$ cat src/rtl/fetch_pkg.sv
// Shared types and constants for the fetch unit: FSM state encoding,
// queue entry width helper and the PC alignment mask.
package fetch_pkg;

  typedef enum logic [1:0] {
    FETCH_IDLE = 2'b00,
    FETCH_WAIT = 2'b01,
    FETCH_DROP = 2'b10
  } fetch_state_t;

  localparam int FETCH_DEFAULT_XLEN = 32;
  // One queue entry is {pc, instr}.
  localparam int FETCH_ENTRY_W = 2 * FETCH_DEFAULT_XLEN;

  // Low PC bits that are forced to zero on a redirect.
  localparam logic [1:0] PC_ALIGN_MASK = 2'b11;

  function automatic int fetch_entry_w(input int xlen);
    return 2 * xlen;
  endfunction

endpackage

$ cat src/rtl/fetch_fifo.sv
// Synchronous circular FIFO for the prefetch queue; flush beats push and pop.
// Head entry is read combinationally so decode sees it the cycle after a push.
module fetch_fifo #(
  parameter int WIDTH = 64,
  parameter int DEPTH = 4
) (
  input  logic                     clk,
  input  logic                     reset,
  input  logic                     push,
  input  logic [WIDTH-1:0]         push_data,
  input  logic                     pop,
  input  logic                     flush,
  output logic [WIDTH-1:0]         head_data,
  output logic                     full,
  output logic                     empty,
  output logic [$clog2(DEPTH):0]   count
);

  localparam int PTR_W = $clog2(DEPTH);
  localparam int CNT_W = PTR_W + 1;

  logic [WIDTH-1:0] mem_reg [DEPTH];
  logic [PTR_W-1:0] wr_ptr_reg;
  logic [PTR_W-1:0] rd_ptr_reg;
  logic [CNT_W-1:0] count_reg;
  logic [CNT_W-1:0] count_next;
  logic             do_push;
  logic             do_pop;

  assign empty     = (count_reg == '0);
  assign full      = (count_reg == CNT_W'(DEPTH));
  assign count     = count_reg;
  assign head_data = mem_reg[rd_ptr_reg];

  assign do_pop  = pop && !empty;
  assign do_push = push && (!full || do_pop);

  always_comb begin
    count_next = count_reg + {{PTR_W{1'b0}}, do_push} - {{PTR_W{1'b0}}, do_pop};
  end

  always_ff @(posedge clk) begin
    if (reset || flush) begin
      wr_ptr_reg <= '0;
      rd_ptr_reg <= '0;
      count_reg  <= '0;
    end else begin
      // DEPTH is a power of two, so the pointers wrap naturally.
      if (do_push) wr_ptr_reg <= wr_ptr_reg + 1'b1;
      if (do_pop)  rd_ptr_reg <= rd_ptr_reg + 1'b1;
      count_reg <= count_next;
    end
  end

  generate
    for (genvar gi = 0; gi < DEPTH; gi++) begin : g_entry
      always_ff @(posedge clk) begin
        if (!reset && !flush && do_push && (wr_ptr_reg == PTR_W'(gi))) begin
          mem_reg[gi] <= push_data;
        end
      end
    end
  endgenerate

endmodule

$ cat src/rtl/fetch_unit.sv
// PC generator with a one-outstanding-request icache interface and a prefetch queue.
// Define FETCH_BYPASS_EN to forward a response straight to decode when the queue is empty.
module fetch_unit
  import fetch_pkg::*;
#(
  parameter int              XLEN     = 32,
  parameter int              DEPTH    = 4,
  parameter logic [XLEN-1:0] RESET_PC = '0,
  parameter int              PC_STEP  = 4
) (
  input  logic                     clk,
  input  logic                     reset,
  output logic                     icache_access,
  output logic [XLEN-1:0]          icache_address,
  input  logic                     icache_data_ready,
  input  logic [XLEN-1:0]          icache_data_out,
  input  logic                     redirect_valid,
  input  logic [XLEN-1:0]          redirect_pc,
  output logic                     dec_valid,
  input  logic                     dec_ready,
  output logic [XLEN-1:0]          dec_pc,
  output logic [XLEN-1:0]          dec_instr,
  output logic [$clog2(DEPTH):0]   queue_count
);

  localparam int CNT_W   = $clog2(DEPTH) + 1;
  localparam int ENTRY_W = fetch_entry_w(XLEN);
  localparam logic [CNT_W:0] DEPTH_C = (CNT_W + 1)'(DEPTH);

  fetch_state_t       state_reg;
  fetch_state_t       state_next;
  logic [XLEN-1:0]    pc_reg;
  logic [XLEN-1:0]    addr_reg;

  logic               accept;
  logic               issue;
  logic               fifo_push;
  logic               fifo_pop;
  logic               fifo_full;
  logic               fifo_empty;
  logic [CNT_W-1:0]   fifo_count;
  logic [ENTRY_W-1:0] fifo_head;
  logic [CNT_W:0]     count_after;

  // A response is kept only while in WAIT and not being redirected.
  assign accept   = (state_reg == FETCH_WAIT) && icache_data_ready && !redirect_valid;
  assign fifo_pop = !fifo_empty && dec_ready && !redirect_valid;

`ifdef FETCH_BYPASS_EN
  assign fifo_push = accept && (!fifo_full || fifo_pop) && !(fifo_empty && dec_ready);
`else
  assign fifo_push = accept && (!fifo_full || fifo_pop);
`endif

  assign count_after = {1'b0, fifo_count} + {{CNT_W{1'b0}}, fifo_push}
                     - {{CNT_W{1'b0}}, fifo_pop};
  // The next fetch target is loaded on redirect, so never issue in that cycle.
  assign issue = (state_reg == FETCH_IDLE) && !redirect_valid && (count_after < DEPTH_C);

  fetch_fifo #(
    .WIDTH (ENTRY_W),
    .DEPTH (DEPTH)
  ) u_fifo (
    .clk       (clk),
    .reset     (reset),
    .push      (fifo_push),
    .push_data ({addr_reg, icache_data_out}),
    .pop       (fifo_pop),
    .flush     (redirect_valid),
    .head_data (fifo_head),
    .full      (fifo_full),
    .empty     (fifo_empty),
    .count     (fifo_count)
  );

  always_ff @(posedge clk) begin
    if (reset) begin
      state_reg <= FETCH_IDLE;
    end else begin
      state_reg <= state_next;
    end
  end

  always_comb begin
    state_next = state_reg;
    case (state_reg)
      FETCH_IDLE: if (issue) state_next = FETCH_WAIT;
      FETCH_WAIT: begin
        if (icache_data_ready)   state_next = FETCH_IDLE;
        else if (redirect_valid) state_next = FETCH_DROP;
      end
      FETCH_DROP: if (icache_data_ready) state_next = FETCH_IDLE;
      default:    state_next = FETCH_IDLE;
    endcase
  end

  always_comb begin
    icache_access  = (state_reg != FETCH_IDLE);
    icache_address = addr_reg;
  end

  // addr_reg holds the request address so a redirect cannot disturb it.
  always_ff @(posedge clk) begin
    if (reset) begin
      pc_reg   <= RESET_PC;
      addr_reg <= RESET_PC;
    end else begin
      if (redirect_valid) begin
        pc_reg <= redirect_pc & ~XLEN'(PC_ALIGN_MASK);
      end else if (accept) begin
        pc_reg <= pc_reg + XLEN'(PC_STEP);
      end
      if (issue) addr_reg <= pc_reg;
    end
  end

  always_comb begin
    dec_valid   = !fifo_empty;
    dec_pc      = fifo_head[ENTRY_W-1:XLEN];
    dec_instr   = fifo_head[XLEN-1:0];
    queue_count = fifo_count;
`ifdef FETCH_BYPASS_EN
    if (fifo_empty && accept) begin
      dec_valid = 1'b1;
      dec_pc    = addr_reg;
      dec_instr = icache_data_out;
    end
`endif
  end

endmodule

$ cat config.mk
export PLATFORM = sky130hd
export DESIGN_NAME = fetch_unit
export DESIGN_NICKNAME = d
export VERILOG_FILES = /design/src/rtl/fetch_pkg.sv /design/src/rtl/fetch_fifo.sv /design/src/rtl/fetch_unit.sv
export SDC_FILE = /design/constraint.sdc
export NUM_CORES = 1
export LEC_CHECK = 0
export CORE_MARGIN = 2
export CORE_UTILIZATION = 55
export CTS_BUF_LIST = sky130_fd_sc_hd__clkbuf_16
export CTS_CLUSTER_SIZE = 28
export DETAILED_ROUTE_END_ITERATION = 10
export PLACE_DENSITY_LB_ADDON = 0.2
export SLEW_MARGIN = 5
export SYNTH_ARGS = -nofsm -noshare
export SYNTH_HDL_FRONTEND = slang
export SYNTH_SLANG_ARGS = --single-unit
$ cat constraint.sdc
create_clock -name clk -period 3.9 [get_ports clk]
set_clock_uncertainty 0.2 [all_clocks]
set_input_delay 0.78 -clock clk [delete_from_list [all_inputs] [get_ports clk]]
set_output_delay 0.78 -clock clk [all_outputs]
set_load 0.03 [all_outputs]
== Word-level counts from Yosys, hierarchy flattened ==
Memories as Yosys holds them, arrays and structs flattened. A register that Yosys moved wholly into a read port is not among the register bits.
Cells that the tools add are included.
W data, S select, Z words.

* Add/sub/neg operators: 7
* $lt $le $gt $ge: 1
* Eq/ne operators: 9
* Multiplexer cells: 26
* Reduce and logical (&&, ||, !) cells: 32

{| class="wikitable"
|+ Operator list
! kind !! number
|-
| $mux W64 || 3
|-
| $reduce_or A64 Y1 || 3
|-
| $mux W32 || 2
|-
| $add A32 B3 Y32 const B || 1
|-
| $mux W2 || 9
|-
| $logic_and A1 B1 Y1 || 15
|-
| $mux W1 || 11
|-
| $eq A2 B2 Y1 const B || 3
|-
| $pmux W2 S3 || 1
|-
| $add A2 B1 Y2 const B || 2
|-
| $add A3 B1 Y4 || 1
|-
| $eq A2 B1 Y1 const B || 2
|-
| $logic_not A1 Y1 || 4
|-
| $logic_not A2 Y1 || 2
|-
| $lt A4 B3 Y1 const B || 1
|-
| $ne A2 B2 Y1 const B || 2
|-
| $reduce_bool A2 Y1 || 2
|-
| $sub A4 B1 Y4 || 1
|-
| $add A3 B1 Y3 || 1
|-
| $eq A3 B3 Y1 const B || 1
|-
| $logic_not A3 Y1 || 1
|-
| $logic_or A1 B1 Y1 || 3
|-
| $ne A3 B3 Y1 const B || 1
|-
| $reduce_and A3 Y1 || 1
|-
| 2 further kinds || 2
|}

* Bits in registers: 73
* RAM bits: 256
* Bits of input ports: 69
* Output and inout bits: 101
* Logic and storage cells: 83
* Memories kept: 1

{| class="wikitable"
|+ Memories
! name !! depth !! width !! rd ports !! clocked after Yosys merged registers in !! write ports !! line !! source
|-
| u_fifo.mem_reg || 4 || 64 || 1 || 1 || 1 || fetch_fifo.sv:22 || <nowiki>logic [WIDTH-1:0] mem_reg [DEPTH];</nowiki>
|}

== Depth between registers and ports, before layout ==
* Word-level depth: 15
* Gate-level depth with buffers: 13
* Depth with buffers taken out: 10

== By module ==
Synthesis repeated with hierarchy kept, for this count alone.

* Cells, all modules: 763
* Area total of the unflattened synthesis: 13192.7 µm²

{| class="wikitable"
|+ By module, submodules not included
! module !! instances !! cells an instance !! area each (µm²) !! sequential area each (µm²)
|-
| fetch_fifo || 1 || 381 || 9780.6 || 7867.5
|-
| fetch_unit || 1 || 382 || 3412.0 || 1241.2
|}

== Worst setup path before layout ==
OpenSTA, ideal clock, no wires.

* Path kind: in2reg
* From: input port redirect_valid
* To: memory u_fifo.mem_reg[0][0], enable pin
* Setup time: 427 ps
* Arrival: 2899 ps
* Required time: 3273 ps
* Path slack: 374 ps
* Stages: 4
* Path buffers: 1
* Cell sequence: clkbuf_1 > or2_2 > nor2_1 > and2_1

* Cells in the longest elaborated chain, start to end: 13
* Elaborated cells on any way between the ends: 31
* Those cells by class: 14 x mux; 17 x reduce/logical

{| class="wikitable"
|+ RTL lines
! what !! line !! source
|-
| start: declaration || fetch_unit.sv:17 || <nowiki>input logic redirect_valid,</nowiki>
|-
| $logic_not A1 Y1 * || fetch_fifo.sv:58, fetch_unit.sv:46, fetch_unit.sv:47 ||
|-
| $logic_and A1 B1 Y1 || fetch_unit.sv:47 || <nowiki>assign fifo_pop = !fifo_empty && dec_ready && !redirect_valid;</nowiki>
|-
| $logic_or A1 B1 Y1 / $logic_and A1 B1 Y1 (equally long branches) || fetch_unit.sv:52, fetch_fifo.sv:35 ||
|-
| $logic_and A1 B1 Y1 / $logic_or A1 B1 Y1 (equally long branches) || fetch_unit.sv:52, fetch_fifo.sv:36 ||
|-
| $logic_and A1 B1 Y1 || fetch_fifo.sv:36 || <nowiki>assign do_push = push && (!full || do_pop);</nowiki>
|-
| $logic_and A1 B1 Y1 * || fetch_fifo.sv:58 || <nowiki>if (!reset && !flush && do_push && (wr_ptr_reg == PTR_W'(gi))) begin</nowiki>
|-
| $logic_and A1 B1 Y1 || fetch_fifo.sv:58 ||
|-
| $mux W1 || fetch_fifo.sv:58 ||
|-
| $mux W1 (implied by the code) || fetch_fifo.sv:59 || <nowiki>mem_reg[gi] <= push_data;</nowiki>
|-
| $reduce_or A64 Y1 (no source line) || n/a ||
|-
| $mux W2 (no source line) / $mux W1 (equally long branches) (3 in series) || n/a ||
|-
| end: declaration || fetch_fifo.sv:22 ||
|}

Every way passes the cells marked *; elsewhere a longest branch is shown, timed or not.

==> metrics.md <==
| Metric | Value |
|---|---|
| Status | completed |
| First-pass GRT wire length | 39300 um |
| Synth Flop Type | edfxtp_1 |
| Crit Path Category | flip-flop to output port |
| Fillers | 1415 |
| Starting density of the core | 56.4% |
| Maximum vdd ir drop | 287 uV |
| Clk_lat worst skew | 0.54 ns |
| Crit-path max FO | 31 |
| CTS Sinks | 319 |
| Core Rows | 54 |
| RSZ-0062 raised after global routing | false |
| CTS tree | built |
| Worst-margin pin slew | 0.649 ns |
| Largest net degree at the start of global routing | 62 |
| Arrival time at the worst endpoint | 2.61 ns |
| Clock Root Buffer | clkbuf_16 |
| Leakage | 5.21 nW |
| Pre-antenna DRT Iters | 4 |
| Yosys top cell area share | 60.4% |
| Crit-path cells | buf_12 > mux4_2 > clkdlybuf4s50_1 |
| Drt total wl | 25000 um |
| GPL Wtd Cong | 0.811 |
| Reg-to-Reg Start | u_fifo.count[2] |
| Post-synthesis cell count | 707 |
| Hold WS | 0.328 ns |
| Max-slew headroom | 56.7% |
| DRT antenna net count | 0 |
| Total CTS buffers | 31 |
| Post-DR wirelength/cell | 20.9 um |
| Initial DRC Count | 415 |
| Distinct cell type count after synthesis | 47 |
| Total track usage | 21.2% |
| PostCTS Resize Cnt | 0 |
| Clock-pin slew on the worst setup and hold paths | 0.06 ns |
| Final min period | 3.59 ns |
| PD cells | 449 nW/um2 |
| Synth Area per Inst | 17.5 um2 |
| Layout cells sized above 1 | 15.7% |
| Final Setup Violations | 0 |
| Area Growth Syn to Fin | 24.9% |
| Multi-input gate area | 3240 um2 |
| Sequential area share after synthesis | 71.9% |
| DR vias/cell | 5.70 |
| # nets final | 967 |
| Post-synth EDFFs | 248 |
| Hold Crit Start | icache_address[30] |
| Required @ worst endpoint | 2.92 ns |
| Synth area leaders | edfxtp_1, dfxtp_1, mux4_2 |
| DIE AREA | 23600 um2 |
| Max Slew Vio Count | 0 |
| Via count | 6792 |
| Max incr delay on CP | 0.65 ns |
| Initial antenna violation count | 0 |
| Number of synthesized register bits | 319 |
| Core Region | 21900 um2 |
| Crit share post-route | 92.0% |
| Async SR Flop Fraction | 0% |
| Max Clk Rate | 0.279 GHz |
| H-tree Lvls | 1 |
| Routing usage on met1 | 28.5% |
| Most used routing layer | met2 |
| Reg2Reg Setup Slack | 0.97 ns |
| Crit start category | flip-flop |
| Port bufs | 163 |
| Hold crit path type | flip-flop to flip-flop |
| Met2 usage | 37.0% |
| Final hold vios | 0 |
| Cell Area, Synth | 12300 um2 |
| Routing usage on met3 | 3.27% |
| Cells on Worst Hold Path | 0 |
| Hold Path End | u_fifo.mem_reg[0][62] |
| Total gr overflow | 0 |
| CP max-delay cell | clkdlybuf4s50_1 |
| Max reg flops | 248 |
| Area leader, netlist | edfxtp_1 |
| Register area | 8880 um2 |
| Die Width | 154 um |
| CTS Hold Bufs | 0 |
| Worst-case reg-to-reg path depth | 11 |
| Maximum clock path buffer count | 3 |
| Die Y | 154 um |
| Setup Fix Bufs, Post-CTS | 0 |
| Worst setup EP type | output port |
| Final TNS setup | 0 ns |
| Dpl hpwl | 16000 um |
| Yosys warns | 0 |
| DRC violations left | 0 |
| Antenna Cells | 0 |
| Maxcap violations | 0 |
| Number of global-route vias before repair | 7210 |
| Worst flop-to-flop path endpoint | icache_address[24] |
| Io pins | 170 |
[critical path, delay by kind of cell, from the launching register on]
| family | cells | cell delay, ns |
|---|---|---|
| buffers and inverters | 2 | 0.96 |
| DFF | 1 | 0.56 |
| muxes | 1 | 0.54 |
[cells in the mapped netlist (all sizes together), types with 2 or more instances]
| cell type | count |
|---|---|
| o21ai | 2 |
| nor4 | 6 |
| nand2 | 16 |
| buf | 18 |
| mux2i | 35 |
| edfxtp | 248 |
| o21a | 2 |
| nand3 | 12 |
| a211oi | 21 |
| inv | 16 |
| and4 | 4 |
| nor2 | 75 |
| o22ai | 2 |
| dfxtp | 71 |
| ha | 10 |
| clkbuf | 21 |
| and2 | 7 |
| xor2 | 9 |
| and3 | 5 |
| mux4 | 62 |
| or3 | 2 |
| nor3 | 6 |
| xnor2 | 24 |
| a21oi | 6 |
| nand4 | 13 |
| or2 | 2 |
[final cells by class]
cell class                 count  area share (%)
sequential                   319            57.6
multi-input combinational    336            21.0
timing repair buffer         183            12.4
clock buffer                  31            5.03
tap                          280            2.27
clock inverter                27            1.27
inverter                      16           0.390
[logic make-up after synthesis]
group / Yosys count / synth area share (%)
flip-flops: 319 / 71.9
AND/OR/NAND/NOR: 154 / 6.30
multiplexers: 97 / 14.2
buffers and inverters: 55 / 2.04
AO/OA/AOI/OAI: 37 / 2.09
XOR/XNOR: 33 / 2.34
adder cells (fa/ha/maj): 11 / 1.18
other: 1 / 0.0304
[worst max path at each step]
stage	depth (start not counted)	endpoint	slack, ns	startpoint
floorplan	4	u_fifo.mem_reg[0][0]	0.37	redirect_valid
global placement	12	icache_address[15]	0.52	redirect_valid
detailed placement	12	icache_address[21]	0.42	redirect_valid
CTS	3	dec_pc[29]	0.24	flip-flop
global route	3	dec_pc[25]	0.17	flip-flop
finish	3	dec_pc[29]	0.31	flip-flop
[per-stage QoR]
step	utilization (%)	setup WS [ns]	instances	area [um2]	power, mW
after floorplan	-	0.374	710	12400	4.00
after CTS	70.4	0.245	1192	15400	6.98
after global routing	70.4	0.174	1192	15400	7.13
after global placement	66.0	0.519	1134	14400	4.16
after detailed placement	66.0	0.419	1134	14400	4.17
final	70.4	0.311	1192	15400	6.92
[layout by cell type (no fill, tap or decap), types with 2 or more instances in the layout]
cell type / Yosys / final
a211oi_1: 21 / 21
a21oi_1: 6 / 6
and2_1: 6 / 2
and2_4: 0 / 4
and3_1: 5 / 5
and4_1: 3 / 3
buf_12: 0 / 11
buf_4: 7 / 9
bufinv_16: 0 / 3
clkbuf_16: 0 / 31
clkdlybuf4s50_1: 0 / 162
clkinv_1: 0 / 7
clkinv_2: 0 / 7
conb_1: 1 / 4
dfxtp_1: 71 / 69
dfxtp_4: 0 / 2
edfxtp_1: 248 / 248
ha_1: 10 / 10
inv_1: 16 / 24
mux2i_1: 35 / 35
mux4_2: 62 / 62
nand2_1: 15 / 15
nand3_1: 12 / 12
nand4_1: 11 / 11
nand4_2: 2 / 2
nor2_1: 75 / 75
nor3_1: 6 / 6
nor4_1: 4 / 4
o21ai_0: 2 / 2
o22ai_1: 2 / 2
or2_2: 2 / 2
or3_1: 2 / 2
xnor2_1: 24 / 24
xor2_1: 9 / 9
[routing by layer]
layer  vias up  routed length [um]
li1       3100                   -
met1      3446               10300
met2       214               13000
met3        32                1320
met4         0                 391
met5         -                   0
[where the power goes]
part	total, mW	internal [mW]	switching (mW)	leakage (nW)
Sequential	3.76	3.70	0.0584	2.94
Combinational	0.343	0.167	0.176	1.76
Clock	2.82	1.63	1.19	0.510
No activity file was read; power rests on OpenSTA's default activity.
